<file path="src/rtl/register_file_32x32_pkg.sv">
// register_file_32x32_pkg: shared sizes and types for the 32x32 register file
package register_file_32x32_pkg;
  localparam int REG_COUNT = 32;
  localparam int REG_ADDR_W = 5;
  localparam int DATA_W = 32;
  localparam logic [7:0] WR_COUNT_MAX = 8'd255;
  typedef logic [DATA_W-1:0] data_t;
  typedef logic [REG_ADDR_W-1:0] addr_t;
  typedef logic [REG_COUNT-1:0] sel_t;
endpackage

</file>
<file path="src/rtl/register_file_32x32_decoder_5to32.sv">
// decoder_5to32: one-hot decode of a 5-bit index, forced all-zero when en=0
//   x  - index to decode
//   en - enable; when low no select bit is set
//   y  - one-hot select, bit x set when en=1
module decoder_5to32
  import register_file_32x32_pkg::*;
(
  input  addr_t x,
  input  logic  en,
  output sel_t  y
);
  assign y = en ? sel_t'(1) << x : '0;
endmodule

</file>
<file path="src/rtl/register_file_32x32.sv">
// register_file_32x32: 32x32 register file, one write port, two combinational read ports
//   clk      - rising-edge clock for all state
//   reset    - synchronous active-high clear of registers and wr_count
//   we       - write enable
//   waddr    - write index (bit 0 is MSB)
//   wdata    - write data (bit 0 is MSB)
//   raddr_a  - read port A index, rdata_a its data
//   raddr_b  - read port B index, rdata_b its data
//   wr_count - committed writes since reset, saturating at 255
module register_file_32x32
  import register_file_32x32_pkg::*;
#(
  parameter int BYPASS = 0,
  parameter int ZERO_REG = 1
) (
  input  logic        clk,
  input  logic        reset,
  input  logic        we,
  input  logic [0:4]  waddr,
  input  logic [0:31] wdata,
  input  logic [4:0]  raddr_a,
  input  logic [4:0]  raddr_b,
  output logic [31:0] rdata_a,
  output logic [31:0] rdata_b,
  output logic [7:0]  wr_count
);
  data_t regs [REG_COUNT];
  sel_t  sel;
  sel_t  wsel;
  logic  zero_a;
  logic  zero_b;
  logic  byp_a;
  logic  byp_b;
  decoder_5to32 u_dec (
    .x (waddr),
    .en(we),
    .y (sel)
  );
  // Register 0 never takes a write when hardwired, so it also never counts.
  assign wsel = (ZERO_REG != 0) ? sel & ~sel_t'(1) : sel;
  always_ff @(posedge clk) begin
    if (reset) begin
      for (int i = 0; i < REG_COUNT; i++) regs[i] <= '0;
      wr_count <= '0;
    end else begin
      for (int i = 0; i < REG_COUNT; i++) if (wsel[i]) regs[i] <= wdata;
      if (|wsel && wr_count != WR_COUNT_MAX) wr_count <= wr_count + 8'd1;
    end
  end
  // Forwarding only shows data that will actually commit: not under reset,
  // and never for a hardwired register 0 (zero_* wins below).
  assign zero_a = ZERO_REG != 0 && raddr_a == '0;
  assign zero_b = ZERO_REG != 0 && raddr_b == '0;
  assign byp_a = BYPASS != 0 && we && !reset && raddr_a == waddr;
  assign byp_b = BYPASS != 0 && we && !reset && raddr_b == waddr;
  assign rdata_a = zero_a ? '0 : byp_a ? wdata : regs[raddr_a];
  assign rdata_b = zero_b ? '0 : byp_b ? wdata : regs[raddr_b];
endmodule

</file>
<file path="config.mk">
export PLATFORM = sky130hd
export DESIGN_NAME = register_file_32x32
export DESIGN_NICKNAME = d
export VERILOG_FILES = /design/src/rtl/register_file_32x32_pkg.sv /design/src/rtl/register_file_32x32_decoder_5to32.sv /design/src/rtl/register_file_32x32.sv
export SDC_FILE = /design/constraint.sdc
export NUM_CORES = 2
export LEC_CHECK = 0
export CORE_AREA = 8 8 406 309
export DETAILED_ROUTE_END_ITERATION = 7
export DIE_AREA = 0 0 414 317
export HOLD_SLACK_MARGIN = 0.15
export PLACE_DENSITY_LB_ADDON = 0.2
export SYNTH_ARGS = -nofsm -noshare
export SYNTH_HDL_FRONTEND = slang
export SYNTH_SLANG_ARGS = --single-unit
</file>
<file path="constraint.sdc">
create_clock -name clk -period 2.5 [get_ports clk]
set_input_delay 0.375 -clock clk [delete_from_list [all_inputs] [get_ports clk]]
set_output_delay 0.375 -clock clk [all_outputs]
set_load 0.02 [all_outputs]
</file>
---- Word-level counts from Yosys, hierarchy flattened ----
Memory sizes are Yosys's and may differ from the RTL's.
Cells that the tools add are included.
storage, ports and cells
  logic and storage cells ................. 169
  ROM bits ................................ 0
  memories ................................ 1
  input bits .............................. 50
  flip-flop bits (word level) ............. 8
  memory bits (writable) .................. 1024
  bits in latches ......................... 0
operators by class
  bitwise operators ....................... 31
  shift operators ......................... 1
  div/mod/pow operators ................... 0
  equality and inequality tests ........... 1
  reduce and logical (&&, ||, !) cells .... 4
  multiply operators ...................... 0
  $add $sub $neg .......................... 1
  muxes and demuxes ....................... 129
  magnitude comparators ................... 0
memory list
  name  depth  bits a word  read ports  clocked after memory_dff  wr ports  line                       RTL
  regs  32     32           2           0                         32        register_file_32x32.sv:27  data_t regs [REG_COUNT];
operators by type and width
  cell                    number
  $mux W32                34
  $mux W1                 95
  $shl A1 B5 Y32 const A  1
  $or A1 B1 Y1            31
  $reduce_or A31 Y1       1
  $logic_not A5 Y1        2
  $add A8 B1 Y8 const B   1
  $ne A8 B8 Y1 const B    1
  $logic_and A1 B1 Y1     1

---- Depth between registers and ports, before layout ----
  depth after elaboration ................. 6
  depth in mapped cells ................... 9

---- Cells and area by module ----
From an unflattened synthesis, not the netlist that was laid out.
unflattened totals
  cells, all modules ...................... 3163
  area, all modules ....................... 50494.7 um^2
by module, submodules not included
  module               cells an instance  area an instance (um^2)  times used
  register_file_32x32  3116               50260.7                  1
  decoder_5to32        47                 234.0                    1

---- Worst setup path after synthesis ----
Ideal clock, no wire load.
  kind .................................... input-to-reg
  from .................................... input port waddr[2] (netlist name)
  to ...................................... memory regs[23][0] (netlist name), enable pin
  arrival time ............................ 2189 ps
  setup time .............................. 428 ps
  stages on the path ...................... 3
  slack ................................... -117 ps
  cell sequence ........................... buf_2 nand3_1 o21bai_1
RTL lines
  item         line                       RTL
  from (decl)  register_file_32x32.sv:19  input logic [0:4] waddr,
  to (decl)    register_file_32x32.sv:27

---- Worst setup path in the final report ----
  from .................................... input port raddr_b[2]
  to ...................................... output port rdata_b[31]
on the way
  longest elaborated chain between the ends .. 2
  elaborated cells between the ends (all ways) .. 3
  classes of those cells .................. mux: 1; reduce/logical: 1; memory: 1
RTL lines
  item                                                        line                       RTL
  from (decl)                                                 register_file_32x32.sv:22  input logic [4:0] raddr_b,
  $mem_v2 Z32 W32 / $logic_not A5 Y1 (equally long branches)  n/a
  $mux W32 *                                                  register_file_32x32.sv:57  assign rdata_b = zero_b ? '0 : byp_b ? wdata : regs[raddr_b];
  to (decl)                                                   register_file_32x32.sv:24  output logic [31:0] rdata_b,
Mark *: on every way between the ends. The rest lies on a longest branch, timed or not.

==> flow_summary.yaml <==
place:
  globalplace.congestion: 0.892
  post-place-ws_ns: -0.632
  dp_cells: 5053
  dp_hpwl_um: 119000
  place.port_buffers: 121
logic_synthesis:
  synth_seq_cells: 1000
  yosysSeqAreaShare_pct: 60.4
  synthDistinctLibCells: 40
  netlist_area_um2: 49600
  syn_area_per_cell_um2: 15.4
  synth_nets: 3268
  synthArstFlopShare_pct: 0
  synth_edf_count: 992
  synth_top_flop_cell: "edfxtp_1"
  syn_inst: 3217
  yosys_warnings: 0
timing:
  slew_headroom_pct: 56.0
  grt_setup_unrepaired: "yes"
  post-route-period-util_pct: 115
  fin_skew_ns: 0.00277
  fmax_mhz: 349
  setup_viol: 64
  drv_slew: 0
  tightest_slew_ns: 0.660
  period_minus_slack_ns: 2.87
  fin_ws_ns: -0.365
  hold_viol_final: 0
floorplan:
  fp-row-count: 110
  dieArea_um2: 131000
  coreArea_um2: 119000
  initial_core_util_pct: 41.7
  die_x_um: 414
  pin_count: 122
  die_h_um: 317
pwr:
  power.density_nw_per_um2: 683
  irDropWorstVdd_mv: 0.622
  p_leak_nw: 21.7
clock_network:
  clk_pin_slew_ns: 0.06
  numCtsBuffers: 99
  cts.sinks: 1000
  cts_tree: "done"
  clk-insertion-delay-late_ns: 0.69
  clock_path_buffers: 3
  htreeDepth: 3
  root_buffer: "clkbuf_16"
  cts_hold_buf: 0
setup_path:
  cp_slowest_cell: "o31ai_4"
  rrSetupSlack_ns: 0.58
  slowest_delay_ns: 0.42
  crit_fanout: 26
  endpoint_kind: "primary output"
  cp.required_ns: 2.12
  crit_type: "primary input to primary output"
  arrival_ns: 2.49
  crit_top_cell: "buf_4"
  crit_chain: "clkbuf_8 > buf_4 > nand2_1 > buf_12 > o22ai_1 > a211oi_1 > buf_4 > o31ai_4 > buf_6"
  cp-start-kind: "primary input"
global_routing:
  grt_pass1_wl_um: 250000
  antenna_found_initial: 2
  grt.overflow.total: 0
  grt_usage_pct: 26.1
  grt_pass1_vias: 34367
  grt_max_degree: 48
job:
  cap_violations: 0
drt:
  ant_nets: 0
  drtPass1Iterations: 6
  wl_per_cell_um: 33.4
  drtIter0Drc: 4285
  vias_per_cell: 6.42
  dr_total_vias: 33780
  drc: 0
  wirelength_um: 176000
status:
  status: "complete, but fails checks"
  violations: "negative setup slack"
cells_and_area:
  area_delta_synth_final_pct: 24.5
  n_fill_cell: 9719
  utilization_pct: 51.9
  final_cells: 5261
  final_nets: 3663
  drive_above_1_share_pct: 38.1
hold_path:
  hp-class: "primary input to flip-flop"
-- power by group --
part	switching [mW]	total, mW	internal, mW
combinational	3.74	7.10	3.37
clock	6.48	14.8	8.33
sequential	0.579	20.2	19.7
total	10.8	42.2	31.4
-- repair_timing --
item                       CTS  global route
hold endpoints to repair     0             0
pin swaps                  120            65
setup buffers               31             3
gates resized for setup    398            47
setup endpoints to repair   64            64
cloned                       7             0
-- metal layers --
| metal | part of all wire (%) | up-vias | track usage, % |
|---|---|---|---|
| met3 | 9.7 | 292 | 5.47 |
| met4 | 3.8 | 0 | 8.90 |
| met5 | 0 | - | 0 |
| met2 | 46 | 2054 | 41.7 |
| li1 | - | 13570 | - |
| met1 | 40 | 17864 | 35.8 |
-- sequential cells by signal (all words and copies together) (netlist names) --
register	count
wr_count	8
regs	992
-- final cells by class --
cell class / count / area [µm²] / area share, %
Antenna cell: 1 / 2.50 / 0.00405
Sequential cell: 1000 / 29900 / 48.5
Multi-Input combinational cell: 1844 / 19500 / 31.6
Tap cell: 1568 / 1960 / 3.18
Clock inverter: 41 / 362 / 0.585
Inverter: 36 / 135 / 0.219
Timing Repair Buffer: 631 / 7090 / 11.5
Clock buffer: 140 / 2750 / 4.45
-- worst max-delay path, delay by kind of cell --
kind / cells / cell delay (ns)
AO/OA/AOI/OAI: 3 / 0.90
buffers and inverters: 5 / 0.97
AND/OR/NAND/NOR: 1 / 0.18
-- per-stage QoR --
stage          setup TNS (ns)  hold WS (ns)  area, µm²  power [mW]
2_1_floorplan           -7.49         0.564      49600        23.8
3_3_place_gp           -26.36         0.492      56500        26.8
3_5_place_dp           -27.46         0.509      56500        26.9
4_1_cts                -14.58         0.189      61500        42.2
5_1_grt                -16.16         0.229      61800        43.3
6_report               -12.43         0.231      61800        42.2
-- path summary, 6_finish.rpt --
path,start,cells past startpoint,end
worst max register to register,wr_count[0],5,wr_count[5]
worst min-delay path,reset,3,wr_count[7]
worst min register to register,wr_count[1],2,wr_count[1]
worst max-delay path,raddr_b[2],9,rdata_b[31]
-- cells in the final DEF, fill, tap and decap left out, types with 7 or more instances in the layout --
cell type / netlist / routed
a211oi_2: 0 / 25
buf_16: 0 / 13
mux2i_1: 194 / 182
inv_1: 36 / 36
o22ai_1: 64 / 60
a211oi_1: 64 / 36
buf_4: 23 / 364
o21ai_4: 0 / 10
nand2b_1: 51 / 34
and2_4: 0 / 37
mux2i_2: 0 / 8
clkbuf_1: 227 / 34
o31ai_2: 0 / 13
bufinv_16: 0 / 7
clkbuf_16: 0 / 104
o21ai_1: 64 / 8
edfxtp_1: 992 / 992
nand2_1: 23 / 23
buf_12: 0 / 130
o21ai_2: 0 / 46
a21o_2: 0 / 12
o31ai_4: 0 / 45
dfxtp_1: 8 / 8
clkdlybuf4s50_1: 0 / 46
mux4_2: 384 / 384
nand2b_2: 0 / 17
o31ai_1: 67 / 9
and2_1: 66 / 24
clkinv_2: 0 / 12
mux2_2: 64 / 63
nor2_1: 551 / 549
buf_6: 14 / 64
clkinv_1: 0 / 20
a22o_1: 191 / 185
-- cell families (layout without fill, tap and decap cells) --
| group | after synthesis | count (layout) | share of synthesized area (%) |
|---|---|---|---|
| muxes | 642 | 642 | 22.8 |
| and+or+nand+nor | 726 | 726 | 6.28 |
| AOI/OAI and AO/OA | 475 | 475 | 7.16 |
| buffers and inverters | 373 | 848 | 3.34 |
| adders and majority gates | 1 | 1 | 0.0252 |
| other | 0 | 1 | 0 |
| DFF | 1000 | 1000 | 60.4 |
-- cells in the mapped netlist (2+ instances only) --
library cell | n | area [µm²]
or3_1 | 3 | 18.8
o31ai_1 | 67 | 503
o21ai_0 | 2 | 10.0
nand2b_1 | 51 | 319
buf_6 | 14 | 158
and3b_1 | 2 | 17.5
a211oi_1 | 64 | 480
a21oi_1 | 6 | 30.0
nor3_1 | 2 | 10.0
mux2i_1 | 194 | 1940
nor3b_1 | 4 | 30.0
o22ai_1 | 64 | 400
or4_1 | 3 | 22.5
a22o_1 | 191 | 1670
buf_2 | 53 | 265
buf_1 | 20 | 75.1
clkbuf_1 | 227 | 852
nor4_1 | 2 | 12.5
nor2_1 | 551 | 2070
o21bai_1 | 2 | 15.0
mux2_2 | 64 | 721
o21ai_1 | 64 | 320
and3_1 | 4 | 25.0
and2_1 | 66 | 413
nand2_1 | 23 | 86.3
mux4_2 | 384 | 8650
nand3_1 | 5 | 25.0
inv_1 | 36 | 135
nor2b_1 | 7 | 43.8
buf_4 | 23 | 173
dfxtp_1 | 8 | 160
a21o_1 | 12 | 90.1
edfxtp_1 | 992 | 29800
(Power assumes the default switching activity.)
